### config.mk
export PLATFORM = sky130hd
export DESIGN_NAME = pingpong_framebuffer_flat
export DESIGN_NICKNAME = d
export VERILOG_FILES = /design/src/rtl/pingpong_framebuffer_if.sv /design/src/rtl/pingpong_framebuffer.sv /design/src/flat_wrapper.sv
export SDC_FILE = /design/constraint.sdc
export NUM_CORES = 1
export LEC_CHECK = 0
export ABC_AREA = 1
export CAP_MARGIN = 40
export CORE_UTILIZATION = 30
export CTS_BUF_LIST = sky130_fd_sc_hd__clkbuf_8 sky130_fd_sc_hd__clkbuf_16
export DETAILED_ROUTE_END_ITERATION = 10
export HOLD_SLACK_MARGIN = 0.08
export PLACE_DENSITY = 0.51
export SYNTH_ARGS = -nofsm -noshare
export SYNTH_HDL_FRONTEND = slang
export SYNTH_SLANG_ARGS = --single-unit
### constraint.sdc
create_clock -name I_clk -period 2.95 [get_ports I_clk]
set_clock_uncertainty 0.2 [all_clocks]
set_input_delay 0.59 -clock I_clk [delete_from_list [all_inputs] [get_ports I_clk]]
set_output_delay 0.59 -clock I_clk [all_outputs]
set_load 0.01 [all_outputs]
### src/rtl/pingpong_framebuffer_if.sv
// Bus bundle between the control writer, the video reader and the ping-pong
// framebuffer. Signal names keep the I_/O_ direction prefixes as seen from
// the framebuffer.
interface pingpong_framebuffer_if #(
   parameter int DATA_W = 8,
   parameter int ADDR_W = 4
);
   logic              I_wr_en;
   logic [ADDR_W-1:0] I_wr_addr;
   logic [DATA_W-1:0] I_wr_data;
   logic              O_wr_ready;
   logic              I_swap_req;
   logic              O_swap_pending;
   logic              O_swap_done;
   logic              I_frame_start;
   logic              I_rd_en;
   logic [ADDR_W-1:0] I_rd_addr;
   logic [DATA_W-1:0] O_rd_data;
   logic              O_rd_valid;
   logic              O_front_bank;

   // Control/video side.
   modport master (
      output I_wr_en, I_wr_addr, I_wr_data, I_swap_req, I_frame_start,
             I_rd_en, I_rd_addr,
      input  O_wr_ready, O_swap_pending, O_swap_done, O_rd_data,
             O_rd_valid, O_front_bank
   );

   // Framebuffer side.
   modport slave (
      input  I_wr_en, I_wr_addr, I_wr_data, I_swap_req, I_frame_start,
             I_rd_en, I_rd_addr,
      output O_wr_ready, O_swap_pending, O_swap_done, O_rd_data,
             O_rd_valid, O_front_bank
   );
endinterface

### src/rtl/pingpong_framebuffer.sv
// Double-buffered pixel memory. The writer always targets the back bank, the
// video reader always reads the front bank. A swap request is armed and only
// committed on the next frame boundary; optionally the new back bank is then
// filled with CLEAR_VALUE while writes are refused.
module pingpong_framebuffer #(
   parameter int              DATA_W        = 8,
   parameter int              ADDR_W        = 4,
   parameter bit              CLEAR_ON_SWAP = 1'b1,
   parameter logic [DATA_W-1:0] CLEAR_VALUE = '0
) (
   input  logic                    I_clk,
   input  logic                    I_rst,
   pingpong_framebuffer_if.slave   bus
);

   localparam int DEPTH = 1 << ADDR_W;

   typedef enum logic [1:0] {
      IDLE    = 2'd0,
      PENDING = 2'd1,
      CLEAR   = 2'd2
   } state_t;

   state_t              state_q, state_d;
   logic                front_q, front_d;
   logic                swap_done_q, swap_done_d;
   logic [ADDR_W-1:0]   cnt_q, cnt_d;
   logic                rd_valid_q;
   logic [DATA_W-1:0]   rd_data_q;

   // Both banks live in one array; the bank index is the address MSB.
   logic [DATA_W-1:0]   mem [0:2*DEPTH-1];

   logic                mem_we;
   logic [ADDR_W:0]     mem_waddr;
   logic [DATA_W-1:0]   mem_wdata;

   // Next-state logic: arm on request, commit on frame start, then clear.
   always_comb begin
      // NOTE: every output gets a default first so no path can infer a latch.
      state_d     = state_q;
      front_d     = front_q;
      swap_done_d = 1'b0;
      cnt_d       = cnt_q;
      case (state_q)
         IDLE: begin
            // A frame start in the same cycle as the request only arms.
            if (bus.I_swap_req) state_d = PENDING;
         end
         PENDING: begin
            if (bus.I_frame_start) begin
               front_d     = ~front_q;
               swap_done_d = 1'b1;
               cnt_d       = '0;
               state_d     = CLEAR_ON_SWAP ? CLEAR : IDLE;
            end
         end
         CLEAR: begin
            if (cnt_q == ADDR_W'(DEPTH - 1)) begin
               cnt_d   = '0;
               state_d = IDLE;
            end else begin
               cnt_d = cnt_q + 1'b1;
            end
         end
         default: state_d = IDLE;
      endcase
   end

   // Single write port: the clear sweep owns it, otherwise the writer does.
   always_comb begin
      mem_we    = 1'b0;
      mem_waddr = {~front_q, bus.I_wr_addr};
      mem_wdata = bus.I_wr_data;
      if (state_q == CLEAR) begin
         mem_we    = ~I_rst;
         mem_waddr = {~front_q, cnt_q};
         mem_wdata = CLEAR_VALUE;
      end else begin
         mem_we    = bus.I_wr_en & ~I_rst;
      end
   end

   // Control registers and the registered read port.
   always_ff @(posedge I_clk) begin
      // NOTE: non-blocking assignments so every register samples pre-edge values.
      if (I_rst) begin
         state_q     <= IDLE;
         front_q     <= 1'b0;
         swap_done_q <= 1'b0;
         cnt_q       <= '0;
         rd_valid_q  <= 1'b0;
         rd_data_q   <= '0;
      end else begin
         state_q     <= state_d;
         front_q     <= front_d;
         swap_done_q <= swap_done_d;
         cnt_q       <= cnt_d;
         rd_valid_q  <= bus.I_rd_en;
         // Uses the pre-commit front bank on the swap cycle.
         if (bus.I_rd_en) rd_data_q <= mem[{front_q, bus.I_rd_addr}];
      end
   end

   // Pixel storage write.
   always_ff @(posedge I_clk) begin
      // NOTE: memory has no reset; contents survive reset and start undefined.
      if (mem_we) mem[mem_waddr] <= mem_wdata;
   end

   assign bus.O_wr_ready     = (state_q != CLEAR);
   assign bus.O_swap_pending = (state_q == PENDING);
   assign bus.O_swap_done    = swap_done_q;
   assign bus.O_rd_data      = rd_data_q;
   assign bus.O_rd_valid     = rd_valid_q;
   assign bus.O_front_bank   = front_q;

endmodule

### src/flat_wrapper.sv
// flat-port wrapper written by rule: the top's interface ports become plain ports
module pingpong_framebuffer_flat 
#(
   parameter int              DATA_W        = 8,
   parameter int              ADDR_W        = 4,
   parameter bit              CLEAR_ON_SWAP = 1'b1,
   parameter logic [DATA_W-1:0] CLEAR_VALUE = '0
)
  (I_clk, I_rst, bus_I_wr_en, bus_I_wr_addr, bus_I_wr_data, bus_I_swap_req, bus_I_frame_start, bus_I_rd_en, bus_I_rd_addr, bus_O_wr_ready, bus_O_swap_pending, bus_O_swap_done, bus_O_rd_data, bus_O_rd_valid, bus_O_front_bank);
  pingpong_framebuffer_if #(.DATA_W(DATA_W), .ADDR_W(ADDR_W)) bus_i ();
  input  logic I_clk;
  input  logic I_rst;
  input wire logic [$bits(bus_i.I_wr_en)-1:0] bus_I_wr_en;
  input wire logic [$bits(bus_i.I_wr_addr)-1:0] bus_I_wr_addr;
  input wire logic [$bits(bus_i.I_wr_data)-1:0] bus_I_wr_data;
  input wire logic [$bits(bus_i.I_swap_req)-1:0] bus_I_swap_req;
  input wire logic [$bits(bus_i.I_frame_start)-1:0] bus_I_frame_start;
  input wire logic [$bits(bus_i.I_rd_en)-1:0] bus_I_rd_en;
  input wire logic [$bits(bus_i.I_rd_addr)-1:0] bus_I_rd_addr;
  output wire logic [$bits(bus_i.O_wr_ready)-1:0] bus_O_wr_ready;
  output wire logic [$bits(bus_i.O_swap_pending)-1:0] bus_O_swap_pending;
  output wire logic [$bits(bus_i.O_swap_done)-1:0] bus_O_swap_done;
  output wire logic [$bits(bus_i.O_rd_data)-1:0] bus_O_rd_data;
  output wire logic [$bits(bus_i.O_rd_valid)-1:0] bus_O_rd_valid;
  output wire logic [$bits(bus_i.O_front_bank)-1:0] bus_O_front_bank;
  assign bus_i.I_wr_en = bus_I_wr_en;
  assign bus_i.I_wr_addr = bus_I_wr_addr;
  assign bus_i.I_wr_data = bus_I_wr_data;
  assign bus_i.I_swap_req = bus_I_swap_req;
  assign bus_i.I_frame_start = bus_I_frame_start;
  assign bus_i.I_rd_en = bus_I_rd_en;
  assign bus_i.I_rd_addr = bus_I_rd_addr;
  assign bus_O_wr_ready = bus_i.O_wr_ready;
  assign bus_O_swap_pending = bus_i.O_swap_pending;
  assign bus_O_swap_done = bus_i.O_swap_done;
  assign bus_O_rd_data = bus_i.O_rd_data;
  assign bus_O_rd_valid = bus_i.O_rd_valid;
  assign bus_O_front_bank = bus_i.O_front_bank;
  pingpong_framebuffer #(.DATA_W(DATA_W), .ADDR_W(ADDR_W), .CLEAR_ON_SWAP(CLEAR_ON_SWAP), .CLEAR_VALUE(CLEAR_VALUE)) u_core (.I_clk(I_clk), .I_rst(I_rst), .bus(bus_i));
endmodule
* After elaboration in Yosys (flattened, before gate mapping)
Memory sizes are Yosys's and may differ from the RTL's. A register that Yosys moved wholly into a read port is not among the register bits. Cells that the tools add are included. Widths: inputs -> output; s select.
Storage, ports and cells: input bits 22, memories 1, word-level logic and storage cells 37, register bits 9, RAM bits 256, output and inout bits 13
Cells by class: reduce and logical (&&, ||, !) cells 6, bitwise gates (word level) 4, mux-type cells 13, add/sub/neg operators 1, equal/unequal tests 7
Memory list:
- u_core.mem | depth 32, width 8, read ports 1, clocked after memory_dff 1, write ports 1, RTL line pingpong_framebuffer.sv:32 | logic [DATA_W-1:0] mem [0:2*DEPTH-1];
Operators with widths (count):
- $mux 4 | 3
- $mux 8 | 1
- $pmux 4 s2 | 1
- $mux 2 | 3
- $ne 2x2->1 const B | 3
- $pmux 2 s3 | 1
- $add 4x1->4 const B | 1
- $eq 4x4->1 const B | 1
- $mux 1 | 4
- $reduce_and 2->1 | 2
- $not 1->1 | 3
- $reduce_and 3->1 | 1
- $eq 2x1->1 const B | 1
- $eq 2x2->1 const B | 1
- $logic_not 2->1 | 1
- $ne 2x1->1 const B | 1
- $reduce_bool 2->1 | 1
- $reduce_or 2->1 | 1
- $and 1x1->1 | 1

* Depth between registers and ports, before layout
Gate-level depths: netlist of run 1.
word-level depth 5, depth in mapped cells 11

* Worst setup path before layout of run 1
Ideal clock, no wire load.
path kind input to register, start point input I_rst, end point memory u_core.mem[12][0], enable pin, buffers on the path 1, setup time 0.370 ns, setup slack 0.800 ns, data required time 2.380 ns, arrival 1.580 ns, stages on the path 4, cells stage by stage clkbuf_1 > nor2_2 > nand3_2 > nor2_1
On the way: cells in the longest elaborated chain, start to end 5
RTL lines:
- from (decl) | RTL line flat_wrapper.sv:12 | input logic I_rst;
- $not 1->1 (*) | RTL line pingpong_framebuffer.sv:76, pingpong_framebuffer.sv:80
- $and 1x1->1 | RTL line pingpong_framebuffer.sv:80 | mem_we = bus.I_wr_en & ~I_rst;
- $mux 1 (*) | RTL line pingpong_framebuffer.sv:75 | if (state_q == CLEAR) begin
- $mux 1 (*) | RTL line pingpong_framebuffer.sv:108 | if (mem_we) mem[mem_waddr] <= mem_wdata;
- $mux 1 (not written as such) (*) | RTL line pingpong_framebuffer.sv:108
- to (decl) | RTL line pingpong_framebuffer.sv:32
Every way passes the cells marked *; elsewhere a longest branch is shown, timed or not.

* Final worst setup path of run 1
start point register u_core.state_q[0], end point output bus_O_swap_pending
On the way: cells in the longest elaborated chain, start to end 1
RTL lines:
- from (decl) | RTL line pingpong_framebuffer.sv:24 | state_t state_q, state_d;
- from (signal assigned) | RTL line pingpong_framebuffer.sv:95 | state_q <= state_d;
- $eq 2x1->1 | RTL line pingpong_framebuffer.sv:112 | assign bus.O_swap_pending = (state_q == PENDING);
- to (decl) | RTL line flat_wrapper.sv:21 | output wire logic [$bits(bus_i.O_swap_pending)-1:0] bus_O_swap_pending;
No other way between the ends.

==> results of run 1 <==
[cell type report]
cell class,count,share of cell area
repair buffers,88,0.0599
clock buffers,36,0.0640
inverters,25,0.00711
multi-input cells,646,0.213
clock inverters,17,0.00870
well taps,504,0.0471
flip-flops and latches,273,0.600
[cells in the final DEF, fill, tap and decap left out, types with 3 or more instances in the layout]
cell type,Yosys,layout
inv_1,20,21
nand3_2,4,4
inv_2,5,4
clkinvlp_4,0,3
buf_4,5,50
a21oi_1,7,7
a21oi_2,8,8
clkdlybuf4s50_1,0,32
o21ai_0,10,10
nor2_2,1,9
clkbuf_8,0,4
nand2_1,340,340
buf_12,0,5
dfxtp_1,17,17
clkinv_2,0,9
clkbuf_16,0,32
edfxtp_1,256,256
nor2_1,48,40
nand3_1,218,218
clkinv_1,0,3
o21ai_2,3,3
[state kept, by name, indices dropped and copies added (netlist names)]
name                     count
u_core.mem                 256
u_core.bus.O_rd_valid        1
u_core.cnt_q                 4
u_core.bus.O_rd_data         8
u_core.bus.O_swap_done       1
u_core.bus.O_front_bank      1
u_core.state_q               2
[Yosys cell counts]
cell | count | share of area
a21oi_1 | 7 | 0.0031
a21oi_2 | 8 | 0.0062
buf_1 | 5 | 0.0017
buf_2 | 28 | 0.012
buf_4 | 5 | 0.0033
buf_6 | 12 | 0.012
clkbuf_1 | 6 | 0.0020
dfxtp_1 | 17 | 0.030
edfxtp_1 | 256 | 0.68
ha_1 | 1 | 0.0011
inv_1 | 20 | 0.0066
inv_2 | 5 | 0.0017
nand2_1 | 340 | 0.11
nand2_4 | 1 | 0.0010
nand3_1 | 218 | 0.096
nand3_2 | 4 | 0.0035
nor2_1 | 48 | 0.016
nor2_2 | 1 | 0.00055
o211ai_1 | 1 | 0.00066
o21ai_0 | 10 | 0.0044
o21ai_2 | 3 | 0.0023
o21bai_1 | 1 | 0.00066
or2_0 | 2 | 0.0011
or2_2 | 1 | 0.00055
[logic make-up after synthesis]
logic type	count (synthesis)
AO/OA/AOI/OAI	30
flip-flops	273
adder cells (fa/ha/maj)	1
AND/OR/NAND/NOR	615
buffers and inverters	81
[metrics by stage]
step,total power [mW],util,std cells,hold WS [ns]
final,8.59,0.363,1589,0.304
after CTS,8.67,0.363,1589,0.301
after global placement,5.04,0.336,1536,0.287
after global routing,8.88,0.363,1589,0.340
after detailed placement,5.05,0.336,1536,0.291
after floorplan,4.77,-,1000,0.270
[routing by layer]
| metal | track usage | share of wire | vias up |
|---|---|---|---|
| met5 | 0 | 0 | - |
| met4 | 0.0428 | 0.027 | 0 |
| met3 | 0.0201 | 0.043 | 46 |
| met2 | 0.254 | 0.48 | 153 |
| met1 | 0.207 | 0.45 | 3531 |
| li1 | - | - | 3595 |
[power groups by stage]
stage                     clock network [mW]  logic [mW]  registers, mW
final                                   3.64       0.645           4.31
after detailed placement                   0       0.654           4.39
after global placement                     0       0.652           4.39
after CTS                               3.71       0.656           4.31
after floorplan                            0       0.376           4.39
after global routing                    3.86       0.711           4.31
[worst paths after layout]
path	start	end	slack, ns	depth (start not counted)
worst max-delay path	u_core.state_q[0]	bus_O_swap_pending	0.46	3
worst min-delay path	u_core.cnt_q[3]	u_core.cnt_q[3]	0.30	2
worst max register to register	u_core.state_q[0]	u_core.mem[23][5]	0.48	8
worst min register to register	u_core.cnt_q[3]	u_core.cnt_q[3]	0.30	2
[tightest hold or removal path: stages (launching register included)]
cell and delay [ns]:
dfxtp_1 0.33, nand2_1 0.07, a21oi_1 0.06
==> metrics.md, run 1 <==
| Metric | Value |
|---|---|
| Register area | `0.00803 mm2` |
| Seq pwr share | `0.502` |
| Vias in the first global route | `7,241` |
| Leakage | `4.88 nW` |
| Hold-fix buffers at CTS | `0` |
| Setup Crit Path Kind | `flop to primary output` |
| DRT Pass-1 Iters | `6` |
| Post-synthesis cell area | `0.0113 mm2` |
| Core Box Area | `0.0369 mm2` |
| Register bit total from synthesis | `273` |
| I/O Buffers | `34` |
| Slowest cell on the critical path | `clkdlybuf4s50_1` |
| CTS Buf Count | `29` |
| Post-DP HPWL | `17,300 um` |
| Multi-input gate area | `0.00285 mm2` |
| CTS tree | `done` |
| Internal cell power | `6.62 mW` |
| Synth cell types | `24` |
| Clk Latency, worst-skew pair | `0.54 ns` |
| Largest family of logic cells by synthesized area | `simple AND/OR/NAND/NOR gates` |
| Crit-path leading delay family | `buffers and inverters` |
| YS warnings | `0` |
| XOR/XNOR Fraction of Synth Area | `0` |
| Die area | `0.0385 mm2` |
| WP data required | `2.16 ns` |
| Fraction of layout cells with a size suffix above 1 | `0.125` |
| Part of the Yosys area used for sequential elements | `0.710` |
| Synth Area in Adders | `0.00111` |
| Data arrival, critical path | `1.70 ns` |
| Worst slack, placed | `0.254 ns` |
| Mapped Cells | `1,000` |
| Max Slew Vio Count | `0` |
| Comb pwr share | `0.075` |
| Row count | `70` |
| Status | `finished clean` |
| Crit-path cells | `inv_1 > nor2_1 > clkdlybuf4s50_1` |
| Least-Margin Pin Slew | `0.770 ns` |
| CP max stage delay | `0.59 ns` |
| Post-CTS Setup Bufs | `0` |
| RSZ-0062 raised after global routing | `no` |
| Worst min path class | `flop to flop` |
| Crit-path max FO | `3` |
| Switching power | `1.97 mW` |
| Area growth, synth to finish | `18.3%` |
| Wirelength per Cell | `18.4 um` |
| Post-route ant nets | `0` |
| Initial Utilization | `0.307` |
| Startpoint Class | `flop` |
| Multiplexer area fraction after synthesis | `0` |
| Power Dens Cells | `642 mW/mm2` |
| Routability cong. | `0.837` |
| Post-synthesis simple-gate area fraction | `0.232` |
| Global route overflow | `0` |
| Max Freq | `402 MHz` |
| Placed Area | `0.0124 mm2` |
| Net count after synthesis | `1,023` |
| Root buffer cell | `clkbuf_16` |
| Rel. slew slack | `0.485` |
| Sw Share | `0.229` |
| Resized cells post-CTS | `0` |
| # fillers | `3,665` |
| Die X | `196 um` |
| Period utilisation layout | `0.844` |
| H-tree depth | `1` |
| First-pass GRT wire length | `44,100 um` |
| Initial antenna violation count | `0` |
| Post-route cell area | `0.0134 mm2` |
| Avg Cell Area, Syn | `11.3 um2` |
| Final setup viols | `0` |
| Post-synthesis compound-gate area fraction | `0.0174` |
| Via density | `4.61` |
| Worst vdd ir | `355 uV` |
| DR vias | `7,325` |
| Tot GR Track Use | `0.152` |
| Clock share of power | `0.423` |
| Final Worst Setup Slack | `0.461 ns` |
| Final Hold Viols | `0` |
| Fin nets | `1,086` |
| DRT iter0 DRCs | `628` |
| CTS Sinks | `273` |
| Post-route setup TNS | `0 ns` |
| Drt drc | `0` |
| Endpoint type of the worst setup path | `primary output` |
| Die height | `196 um` |
| Buffers and inverters on the worst path | `2` |
| # diodes | `0` |
| Clock transition at path regs | `0.06 ns` |
| Ports | `35` |
| Max-cap violations | `0` |
| CTS Buffer Depth | `3` |
| Total wire length after detailed routing | `29,200 um` |
| Largest net degree at the start of global routing | `129` |
| Min cycle time layout | `2.49 ns` |
No activity file was read; power rests on OpenSTA's default activity.
==> run 2: changes to the inputs <==
==> constraint.sdc (replaced) <==
create_clock -name I_clk -period 2.3 [get_ports I_clk]
set_clock_uncertainty 0.2 [all_clocks]
set_input_delay 0.46 -clock I_clk [delete_from_list [all_inputs] [get_ports I_clk]]
set_output_delay 0.46 -clock I_clk [all_outputs]
set_load 0.01 [all_outputs]
==> run 2 against run 1 <==
Compared with the run above:
- clock power grew 24%
- utilization grew 0.77 points
- first-iteration DRC count shrank 17%
- via count grew 2.2%
- combinational power grew 40%
- critical path depth shrank 2
==> metrics.md, run 2 (synthesized netlist as in run 1, its figures left out) <==
| Metric | Value |
|---|---|
| Status | `finished clean (unchanged)` |
| Post-DP HPWL | `17,600 um (was 17,300 um)` |
| Initial antenna violation count | `0 (unchanged)` |
| Max Slew Vio Count | `0 (unchanged)` |
| Root buffer cell | `clkbuf_16 (unchanged)` |
| Core Box Area | `0.0369 mm2 (unchanged)` |
| Buffers and inverters on the worst path | `1 (was 2)` |
| Fin nets | `1,102 (was 1,086)` |
| Die height | `196 um (unchanged)` |
| Most frequent cells in the layout | `nand2_1, edfxtp_1, nand3_1 (unchanged)` |
| Grt met2 use | `0.248 (was 0.254)` |
| Endpoint type of the worst setup path | `primary output (unchanged)` |
| Global route overflow | `0 (unchanged)` |
| DRT Pass-1 Iters | `5 (was 6)` |
| Area growth, synth to finish | `20.8% (was 18.3%)` |
| Startpoint Class | `flop (unchanged)` |
| Least-Margin Pin Slew | `0.460 ns (was 0.770 ns)` |
| Data arrival, critical path | `1.53 ns (was 1.70 ns)` |
| Initial Utilization | `0.307 (unchanged)` |
| H-tree depth | `1 (unchanged)` |
| CTS Sinks | `273 (unchanged)` |
| DRT iter0 DRCs | `519 (was 628)` |
| Power Dens Cells | `801 mW/mm2 (was 642 mW/mm2)` |
| # fillers | `3,593 (was 3,665)` |
| Max Freq | `456 MHz` |
| Period utilisation layout | `0.953` |
| Post-route setup TNS | `0 ns (unchanged)` |
| Worst R2R End | `u_core.mem[18][0] (was u_core.mem[23][5])` |
| Worst min path class | `input pin to flop (was flop to flop)` |
| Row count | `70 (unchanged)` |
| CP Depth | `1 (was 3)` |
| Leakage | `5.04 nW (was 4.88 nW)` |
| Routability cong. | `0.816 (was 0.837)` |
| Commonest non-fill, non-tap cell in the layout | `nand2_1 (unchanged)` |
| Largest net degree at the start of global routing | `65 (was 129)` |
| Crit-path leading delay family | `buffers and inverters (unchanged)` |
| Worst vdd ir | `404 uV (was 355 uV)` |
| Routing usage on met1 | `0.209 (was 0.207)` |
| Vias in the first global route | `7,165 (was 7,241)` |
| Biggest register | `u_core.mem (unchanged)` |
| Tot GR Track Use | `0.150 (was 0.152)` |
| DR vias | `7,488 (was 7,325)` |
| CTS tree | `done (unchanged)` |
| Min cycle time layout | `2.19 ns` |
| Setup Crit Path Kind | `flop to primary output (unchanged)` |
| Finished Layout Cells | `1,607 (was 1,589)` |
| Post-route ant nets | `0 (unchanged)` |
| Crit-path cells | `clkdlybuf4s50_1 (was inv_1 > nor2_1 > clkdlybuf4s50_1)` |
| RSZ-0062 raised after global routing | `yes (was no)` |
| Rel. slew slack | `0.693 (was 0.485)` |
| Worst R2R Setup Slack | `0.15 ns (was 0.48 ns)` |
| CP max stage delay | `0.58 ns (was 0.59 ns)` |
| Total wire length after detailed routing | `28,700 um (was 29,200 um)` |
| Slowest cell on the critical path | `clkdlybuf4s50_1 (unchanged)` |
| CTS Buf Count | `30 (was 29)` |
| GR peak layer | `met2 (unchanged)` |
| Placed Cells | `1,551 (was 1,536)` |
| Die X | `196 um (unchanged)` |
| Crit-path max FO | `2 (was 3)` |
| Wirelength per Cell | `17.9 um (was 18.4 um)` |
| Worst Setup SP | `u_core.bus.O_rd_data[2] (was u_core.state_q[0])` |
| Clock transition at path regs | `0.06 ns (about the same)` |
| WP data required | `1.64 ns (was 2.16 ns)` |
| Reg2Reg Depth | `8 (unchanged)` |
| First-pass GRT wire length | `43,300 um (was 44,100 um)` |
| Die area | `0.0385 mm2 (unchanged)` |
| I/O Buffers | `34 (unchanged)` |
| Via density | `4.66 (was 4.61)` |
| Critical Path End | `bus_O_rd_data[2] (was bus_O_swap_pending)` |
| CTS Buffer Depth | `3 (unchanged)` |
| Final Hold Viols | `0 (unchanged)` |
| Fraction of layout cells with a size suffix above 1 | `0.133 (was 0.125)` |
| Clk Latency, worst-skew pair | `0.55 ns (was 0.54 ns)` |
| Final setup viols | `0 (unchanged)` |
| Max-cap violations | `0 (unchanged)` |
| # diodes | `0 (unchanged)` |
| Drt drc | `0 (unchanged)` |
| FF-to-FF Start | `u_core.state_q[0] (unchanged)` |
| Largest register FFs | `256 (unchanged)` |
| Ports | `35 (unchanged)` |
| WHS | `0.288 ns (was 0.304 ns)` |
| Grt met3 use | `0.0203 (was 0.0201)` |
==> run 2: timing repair <==
| action | 4_1_cts | 5_1_grt |
|---|---|---|
| setup endpoints to repair | 2 | 80 |
| hold buffers | 0 | 0 |
| buffers inserted | 0 | 0 |
| gates resized for setup | 4 | 1 |
| gates cloned | 0 | 0 |
==> run 2: stage by stage <==
step / area, um2 / worst slack [ns] / total power [mW] / util
final: 13700 / 0.107 / 10.9 / 0.371
after global routing: 13700 / -0.0222 / 11.3 / 0.371
after CTS: 13700 / 0.0986 / 11.0 / 0.370
after detailed placement: 12700 / -0.142 / 6.55 / 0.345
after global placement: 12700 / -0.138 / 6.55 / 0.345
after floorplan: 11300 / 0.251 / 6.12 / -
==> run 2: layout make-up <==
cell class | count | area (um2) | share of cell area
Clock buffer | 31 | 776 | 0.0568
Clock inverter | 25 | 166 | 0.0122
Inverter | 25 | 95.1 | 0.00696
Multi-Input combinational cell | 646 | 2860 | 0.209
Sequential cell | 273 | 8030 | 0.588
Tap cell | 504 | 631 | 0.0462
Timing Repair Buffer | 103 | 1110 | 0.0812
==> run 2: worst min-delay path by stage <==
stage | slack [ns] | startpoint | to | cells after the start
after floorplan | 0.27 | u_core.cnt_q[3] | u_core.cnt_q[3] | 2
after global placement | 0.29 | u_core.cnt_q[3] | u_core.cnt_q[3] | 2
after detailed placement | 0.29 | u_core.cnt_q[3] | u_core.cnt_q[3] | 2
after CTS | 0.27 | bus_I_swap_req | u_core.state_q[0] | 3
after global routing | 0.29 | bus_I_swap_req | u_core.state_q[0] | 3
final | 0.29 | bus_I_swap_req | u_core.state_q[0] | 3
==> run 2: metal layers <==
layer | routed length, um | up-vias
li1 | - | 3630
met1 | 13100 | 3635
met2 | 13800 | 194
met3 | 1370 | 29
met4 | 465 | 0
met5 | 0 | -
==> run 2: where the power goes <==
group	switching [mW]	leakage (nW)	internal [mW]	total, mW
Sequential	0.0198	2.45	5.51	5.53
Combinational	0.600	2.10	0.300	0.900
Clock	1.87	0.493	2.65	4.52
==> run 3: changes to the inputs <==
--- a/config.mk
+++ b/config.mk
@@ -11,7 +11,7 @@
 export CTS_BUF_LIST = sky130_fd_sc_hd__clkbuf_8 sky130_fd_sc_hd__clkbuf_16
 export DETAILED_ROUTE_END_ITERATION = 10
 export HOLD_SLACK_MARGIN = 0.08
-export PLACE_DENSITY = 0.51
+export PLACE_DENSITY_LB_ADDON = 0.1
 export SYNTH_ARGS = -nofsm -noshare
 export SYNTH_HDL_FRONTEND = slang
 export SYNTH_SLANG_ARGS = --single-unit
==> run 3 against run 2 <==
Compared with the run above:
- cell count rose by 0.62%
- utilization rose by 0.25 points
- fmax fell by 0.87%
- clock power rose by 0.9%
- sequential share of layout area fell by 0.40 points
- total power rose by 0.76%
- via count fell by 0.64%
- critical endpoint is now bus_O_rd_data[4]
==> metrics.md, run 3 (synthesized netlist as in run 1, its figures left out) <==
| Metric | Value |
|---|---|
| Commonest non-fill, non-tap cell in the layout | `nand2_1 (unchanged)` |
| Min cycle time layout | `2.21 ns (was 2.19 ns)` |
| Worst R2R Setup Slack | `0.19 ns (was 0.15 ns)` |
| CP max stage delay | `0.59 ns (was 0.58 ns)` |
| Hold-fix buffers at CTS | `0 (unchanged)` |
| Largest net degree at the start of global routing | `65 (unchanged)` |
| Die height | `196 um (unchanged)` |
| Drt drc | `0 (unchanged)` |
| Endpoint type of the worst setup path | `primary output (unchanged)` |
| Crit-path cells | `clkdlybuf4s50_1 (unchanged)` |
| CTS Buffer Depth | `3 (unchanged)` |
| Ports | `35 (unchanged)` |
| # fillers | `3,600 (was 3,593)` |
| Via density | `4.60 (was 4.66)` |
| Max Slew Vio Count | `0 (unchanged)` |
| DRT Pass-1 Iters | `5 (unchanged)` |
| Final Hold Viols | `0 (unchanged)` |
| Crit-path max FO | `2 (unchanged)` |
| Slowest cell on the critical path | `clkdlybuf4s50_1 (unchanged)` |
| DR vias | `7,440 (was 7,488)` |
| Leakage | `5.08 nW (was 5.04 nW)` |
| CTS Sinks | `273 (unchanged)` |
| Worst vdd ir | `588 uV (was 404 uV)` |
| Initial Utilization | `0.307 (unchanged)` |
| Core Util, Final | `0.373 (was 0.371)` |
| H-tree depth | `1 (unchanged)` |
| Finished Layout Cells | `1,617 (was 1,607)` |
| Post-route cell area | `0.0138 mm2 (was 0.0137 mm2)` |
| Max-cap violations | `0 (unchanged)` |
| Final setup viols | `0 (unchanged)` |
| Placed Area | `0.0128 mm2 (was 0.0127 mm2)` |
| DRT iter0 DRCs | `504 (was 519)` |
| Post-DP HPWL | `19,800 um (was 17,600 um)` |
| Startpoint Class | `flop (unchanged)` |
| Least-Margin Pin Slew | `0.470 ns (was 0.460 ns)` |
| WHS | `0.289 ns (was 0.288 ns)` |
| Worst Setup SP | `u_core.bus.O_rd_data[4] (was u_core.bus.O_rd_data[2])` |
| Initial antenna violation count | `0 (unchanged)` |
| Status | `finished clean (unchanged)` |
| # diodes | `0 (unchanged)` |
| Setup Crit Path Kind | `flop to primary output (unchanged)` |
| CTS tree | `done (unchanged)` |
| Vias in the first global route | `7,389 (was 7,165)` |
| Power Dens Cells | `802 mW/mm2 (was 801 mW/mm2)` |
| Total wire length after detailed routing | `31,700 um (was 28,700 um)` |
| CTS Buf Count | `30 (unchanged)` |
| Routability cong. | `0.795 (was 0.816)` |
| Area growth, synth to finish | `21.7% (was 20.8%)` |
| Placed Cells | `1,559 (was 1,551)` |
| Core Box Area | `0.0369 mm2 (unchanged)` |
| Buffers and inverters on the worst path | `1 (unchanged)` |
| Pwr Total | `11.0 mW (was 10.9 mW)` |
| Biggest register | `u_core.mem (unchanged)` |
| RSZ-0062 raised after global routing | `no (was yes)` |
| FF-to-FF Start | `u_core.state_q[0] (unchanged)` |
| Data arrival, critical path | `1.55 ns (was 1.53 ns)` |
| Die area | `0.0385 mm2 (unchanged)` |
| Wirelength per Cell | `19.6 um (was 17.9 um)` |
| Most frequent cells in the layout | `nand2_1, edfxtp_1, nand3_1 (unchanged)` |
| Clk Latency, worst-skew pair | `0.54 ns (was 0.55 ns)` |
| Fin nets | `1,113 (was 1,102)` |
| Global route overflow | `0 (unchanged)` |
| I/O Buffers | `34 (unchanged)` |
| WP data required | `1.64 ns (about the same)` |
| Fraction of layout cells with a size suffix above 1 | `0.143 (was 0.133)` |
| Max Freq | `452 MHz (was 456 MHz)` |
| Root buffer cell | `clkbuf_16 (unchanged)` |
| Crit-path leading delay family | `buffers and inverters (unchanged)` |
| Largest register FFs | `256 (unchanged)` |
| First-pass GRT wire length | `47,700 um (was 43,300 um)` |
| Post-route ant nets | `0 (unchanged)` |
| Tot GR Track Use | `0.168 (was 0.150)` |
| Clock transition at path regs | `0.06 ns (about the same)` |
| Worst min path class | `input pin to flop (unchanged)` |
| Period utilisation layout | `0.962 (was 0.953)` |
| Row count | `70 (unchanged)` |
| Die X | `196 um (unchanged)` |
| Worst hold start | `bus_I_swap_req (unchanged)` |
| Rel. slew slack | `0.687 (was 0.693)` |
run 3: cell count changes in the layout (fill, tap and decap cells not counted), sizes merged:
cell           change
buf               +11
clkdlybuf4s50      +1
clkinv             -5
clkinvlp           +3
dlygate4sd2        -1
inv                +1
run 3: path summary, 6_finish.rpt:
check / end / cells after the start
worst max-delay path: bus_O_rd_data[4] / 1
worst min-delay path: u_core.state_q[0] / 3
worst max register to register: u_core.mem[10][1] / 9
worst min register to register: u_core.cnt_q[3] / 2
run 3: routing by layer:
metal | vias to the layer above | track usage | wire (um) | share of wire
met2 | 155 | 0.265 | 14600 | 0.46
met5 | - | 0 | 0 | 0
met3 | 42 | 0.0198 | 1120 | 0.035
li1 | 3652 | - | - | -
met1 | 3591 | 0.246 | 15200 | 0.48
met4 | 0 | 0.0428 | 757 | 0.024
run 3: timing repair:
| action | 4_1_cts | 5_1_grt |
|---|---|---|
| buffers inserted | 0 | 3 |
| resized for setup | 2 | 5 |
| setup endpoints to repair | 2 | 125 |
| pin swaps | 0 | 2 |
run 3: cell type report:
type	count	area, um2	area share
repair buffers	114	1180	0.0861
clock buffers	31	776	0.0564
clock inverters	24	166	0.0121
inverters	25	96.3	0.00700
well taps	504	631	0.0458
flip-flops and latches	273	8030	0.584
multi-input cells	646	2880	0.209
run 3: per-stage QoR:
step / setup TNS [ns] / setup slack (ns)
final: 0 / 0.0880
after detailed placement: -30.16 / -0.201
after global routing: 0 / 0.0395
after floorplan: 0 / 0.251
after global placement: -30.95 / -0.203
after CTS: 0 / 0.0505
run 3: report_power, final:
group | switching [mW] | total, mW | internal (mW)
Combinational | 0.631 | 0.942 | 0.311
Sequential | 0.0204 | 5.53 | 5.51
Clock | 1.91 | 4.56 | 2.65
Total | 2.56 | 11.0 | 8.46
